## src/rtl/csa_accum_ctrl.sv

```systemverilog
// Multi-operand accumulator sequencer: one 3:2 carry-save step per accepted operand,
// then a single carry-propagate resolve cycle per packet before handing off the result.
module csa_accum_ctrl #(
    parameter int W       = 4,
    parameter int ACC_W   = 10,
    parameter int MAX_OPS = 2**(ACC_W-W)
) (
    input  logic                 clk,
    input  logic                 rst,
    input  logic                 in_valid,
    output logic                 in_ready,
    input  logic [W-1:0]         in_data,
    input  logic                 in_last,
    output logic                 out_valid,
    input  logic                 out_ready,
    output logic [ACC_W-1:0]     out_sum,
    output logic [ACC_W-W:0]     out_count,
    output logic                 out_trunc
);
    localparam int CW = ACC_W - W + 1;
    localparam logic [CW-1:0] MAX_CNT = CW'(MAX_OPS);
    localparam bit ONE_OP = (MAX_OPS == 1);

    typedef enum logic [1:0] {IDLE, ACCUM, RESOLVE, DONE} state_t;

    state_t           state_q;
    logic [ACC_W-1:0] s_q, c_q;
    logic [CW-1:0]    count_q;
    logic             trunc_q;
    logic             in_ready_q;
    logic             out_valid_q;
    logic [ACC_W-1:0] out_sum_q;
    logic [CW-1:0]    out_count_q;
    logic             out_trunc_q;

    logic [ACC_W-1:0] x_d, csa_s_d, csa_c_d;
    logic [CW-1:0]    cnt_d;
    logic             accept;

    // The 3:2 step keeps the running total as redundant sum/carry vectors.
    assign x_d     = ACC_W'(in_data);
    assign csa_s_d = s_q ^ c_q ^ x_d;
    assign csa_c_d = ((s_q & c_q) | (s_q & x_d) | (c_q & x_d)) << 1;
    assign cnt_d   = count_q + 1'b1;
    assign accept  = in_valid && in_ready_q;

    always_ff @(posedge clk or posedge rst) begin
        if (rst) begin
            state_q     <= IDLE;
            s_q         <= '0;
            c_q         <= '0;
            count_q     <= '0;
            trunc_q     <= 1'b0;
            in_ready_q  <= 1'b1;
            out_valid_q <= 1'b0;
            out_sum_q   <= '0;
            out_count_q <= '0;
            out_trunc_q <= 1'b0;
        end else begin
            case (state_q)
                IDLE: if (accept) begin
                    s_q     <= x_d;
                    c_q     <= '0;
                    count_q <= CW'(1);
                    if (in_last || ONE_OP) begin
                        trunc_q    <= !in_last;
                        in_ready_q <= 1'b0;
                        state_q    <= RESOLVE;
                    end else begin
                        state_q    <= ACCUM;
                    end
                end
                ACCUM: if (accept) begin
                    s_q     <= csa_s_d;
                    c_q     <= csa_c_d;
                    count_q <= cnt_d;
                    if (in_last || cnt_d == MAX_CNT) begin
                        trunc_q    <= !in_last;
                        in_ready_q <= 1'b0;
                        state_q    <= RESOLVE;
                    end
                end
                RESOLVE: begin
                    // Exact: MAX_OPS bounds the true sum below 2**ACC_W.
                    out_sum_q   <= s_q + c_q;
                    out_count_q <= count_q;
                    out_trunc_q <= trunc_q;
                    out_valid_q <= 1'b1;
                    state_q     <= DONE;
                end
                DONE: if (out_ready) begin
                    out_valid_q <= 1'b0;
                    s_q         <= '0;
                    c_q         <= '0;
                    count_q     <= '0;
                    trunc_q     <= 1'b0;
                    in_ready_q  <= 1'b1;
                    state_q     <= IDLE;
                end
                default: state_q <= IDLE;
            endcase
        end
    end

    assign in_ready  = in_ready_q;
    assign out_valid = out_valid_q;
    assign out_sum   = out_sum_q;
    assign out_count = out_count_q;
    assign out_trunc = out_trunc_q;
endmodule

```

## config.mk

```make
export PLATFORM = sky130hd
export DESIGN_NAME = csa_accum_ctrl
export DESIGN_NICKNAME = d
export VERILOG_FILES = /design/src/rtl/csa_accum_ctrl.sv
export SDC_FILE = /design/constraint.sdc
export NUM_CORES = 1
export LEC_CHECK = 0
export CAP_MARGIN = 10
export CORE_ASPECT_RATIO = 0.8
export CORE_UTILIZATION = 56
export DETAILED_ROUTE_END_ITERATION = 16
export DONT_BUFFER_PORTS = 1
export PLACE_DENSITY_LB_ADDON = 0.08
export REMOVE_ABC_BUFFERS = 1
export SYNTH_ARGS = -nofsm -noshare
export SYNTH_HDL_FRONTEND = slang
export SYNTH_SLANG_ARGS = --single-unit
```

## constraint.sdc

```tcl
create_clock -name clk -period 7 [get_ports clk]
set_clock_uncertainty 0.2 [all_clocks]
set_input_delay 0 -clock clk [delete_from_list [all_inputs] [get_ports clk]]
set_output_delay 0 -clock clk [all_outputs]
set_load 0.1 [all_outputs]
```

==> impl_metrics.toml <==
[final_layout]
num_antenna_cells = 0
drive_above_1_share_pct = 13.1
num-nets-final = 287
final_area_um2 = 2850
final_cell_count_no_fill = 317
syn_to_final_growth_pct = 9.36

[worst_setup_path]
crit_type = "reg2reg"
crit_buf_inv = 2
path_cells = "inv_1, ha_1, a2bb2oi_1, or3_1, buf_4, a221oi_4, o21ai_2, mux2_4"
cp_slowest_cell = "ha_1"
reg2reg_depth = 8
crit_fanout = 38
cpPeakStageDelay_ps = 850
r2r_start = "state_q[1]"
path_delay_family = "adder cells"
worst-path-stages = 8
reg2reg_slack_ps = 4050
critPathArrivalTime_ps = 2980
cp-start-kind = "flip-flop"
endpoint = "in_ready"
crit_start = "state_q[1]"
endpoint_kind = "flip-flop"
timing.rr.end = "in_ready"
critPathRequiredTime_ps = 7030

[floorplan]
ios = 29
core.rowCount = 21
die_area_um2 = 4930
die_x_um = 78.3
die_y_um = 63.0
initial_core_util_pct = 60.1
coreArea_um2 = 4340

[detailed_routing]
wl_um = 4680
vias = 1785
first_pass_iters = 4
drc = 0
drt_iter0_markers = 118
vias_per_cell = 5.63
antenna_left = 0
drt-wirelength-per-cell_um = 14.8

[timing]
holdWs_ps = 22.7
finalSetupViolations = 0
fin_crit_ps = 2950
rsz0062_at_grt = "no"
fmaxAchievable_ghz = 0.339
tightestPinTransition_ps = 1030
fin_crit_sh_pct = 42.1
slew_headroom_pct = 31.2
drv_slew = 0
timing_hold_violations_final = 0
final.setup.tns_ps = 0

[power_and_ir_drop]
clockPowerShare_pct = 41.3
irDropWorstVdd_mv = 0.135
p_seq_share_pct = 56.4
p_int_w = 0.000403
powerDensity_nw_per_um2 = 176
switching_share_pct = 19.6
power_switching_w = 0.0000982
p_leak_nw = 1.36
p_comb_share_pct = 2.4

[clock_network]
clock_latency_ps = 300
cts_buffer_depth = 2
cts_hold_repair.buffers = 8
cts-root-buf = "clkbuf_8"
cts_tree = "done"
cts_buffers = 5
cts_resized = 0
htreeDepth = 2
clock_sinks = 49
clkTransAtPathRegs_ps = 90
cts_setup_buffers = 0

[global_routing]
grt_usage_pct = 22.2
grt_pass1_vias = 1775
antenna_found_initial = 0
grt.overflow.total = 0
grt-busiest-layer = "met1"
gr-usage-met1_pct = 32.8
grt_use_met2_pct = 31.9
met3_usage_pct = 5.26
grt_first_pass_wirelength_um = 8480
grt_start_max_net_pins = 50

[logic_synthesis]
netlist_area_um2 = 2610
synth_top_area_cell = "dfrtp_1"
synth_edf_count = 0
synth.area.top_cells = "dfrtp_1, mux2_2, ha_1"
ys_types = 44
synth_ff_type = "dfrtp_1"
seq_area_frac_synth_pct = 47.1
ys_ff_latch = 49
avgSynthCellArea_um2 = 10.3
synth_top_area_share_pct = 46.1
synthArstFlopShare_pct = 100
postSynthCellCount = 252
synth.top_cells.by_count = "dfrtp_1, nand2_1, mux2_2"
yosys_warnings = 0

[min_path]
worstHoldPathType = "in2reg"

[place]
placed_area_um2 = 2660
gp_congestion = 0.827
placed_cells = 301
portBuffers = 0
hpwl_um = 3140

[flow_run]
max-cap-violations = 0

[status]
status = "finished clean"
==> how the worst min path moves through the flow <==
stage,start,slack (ps),endpoint,depth (start not counted)
floorplan,in_last,-110,trunc_q,1
global placement,in_last,-100,trunc_q,1
detailed placement,in_last,-100,trunc_q,1
CTS,in_last,10,trunc_q,3
global route,in_last,70,trunc_q,3
finish,in_last,20,trunc_q,3
==> layout make-up <==
cell class	instances	area [um2]
fillers	349	1480
repair buffers	10	95.1
clock buffers	7	86.3
clock inverters	1	30.0
inverters	9	33.8
well taps	57	71.3
flip-flops and latches	49	1230
multi-input cells	184	1310
==> layout by cell type, fill, tap and decap left out, drive strengths merged, types with 2 or more instances in the layout <==
| cell type | n |
|---|---|
| o21ai | 21 |
| o22ai | 2 |
| nand2b | 2 |
| nor2b | 5 |
| mux2i | 4 |
| fa | 4 |
| mux2 | 18 |
| nand3 | 10 |
| xnor2 | 6 |
| o31ai | 3 |
| a22oi | 6 |
| buf | 2 |
| ha | 15 |
| a21oi | 6 |
| and3 | 2 |
| inv | 9 |
| nor3 | 3 |
| and2 | 2 |
| nand2 | 49 |
| a2bb2oi | 2 |
| dfrtp | 48 |
| clkbuf | 7 |
| o211ai | 2 |
| dlygate4sd3 | 8 |
| nor2 | 9 |
==> worst reg2reg max path, cell delays in order (launching register included) <==
cell	delay (ps)
dfrtp_1	400
inv_1	140
ha_1	850
a2bb2oi_1	330
or3_1	140
buf_4	350
a221oi_4	80
o21ai_2	90
mux2_4	310
==> routing by layer <==
| layer | wire length (um) | vias up |
|---|---|---|
| li1 | - | 894 |
| met5 | 0 | - |
| met3 | 159 | 4 |
| met2 | 2060 | 39 |
| met1 | 2430 | 848 |
| met4 | 36 | 0 |
==> registers in the layout, summed over array words and instances, names as in the netlist, 2 cells and up <==
| name | count |
|---|---|
| out_sum | 10 |
| s_q | 10 |
| c_q | 9 |
| count_q | 7 |
| out_count | 7 |
| state_q | 2 |
==> stage by stage <==
step | setup WS (ps) | utilization, % | power [W]
final | 4050 | 65.8 | 0.000502
after global routing | 3840 | 65.8 | 0.000521
after CTS | 4060 | 65.8 | 0.000509
after detailed placement | 4080 | 61.2 | 0.000296
after global placement | 4170 | 61.2 | 0.000296
after floorplan | 4160 | - | 0.000294
==> power groups by stage <==
stage                 logic, W  clock network (W)  registers [W]
detailed placement  0.00000765                  0       0.000288
global placement    0.00000742                  0       0.000288
finish               0.0000119           0.000207       0.000283
CTS                  0.0000123           0.000214       0.000283
global route         0.0000140           0.000224       0.000283
floorplan           0.00000582                  0       0.000288
==> kinds of logic (layout without fill, tap and decap cells) <==
group	Yosys count	after routing	synth area share (%)
mux	22	22	9.45
buf+inv	19	27	2.78
simple gates	84	84	14.3
xor+xnor	7	7	2.35
flops	49	49	47.1
compound gates	52	52	13.8
fa+ha+maj	19	19	10.3
(Power assumes the default switching activity.)
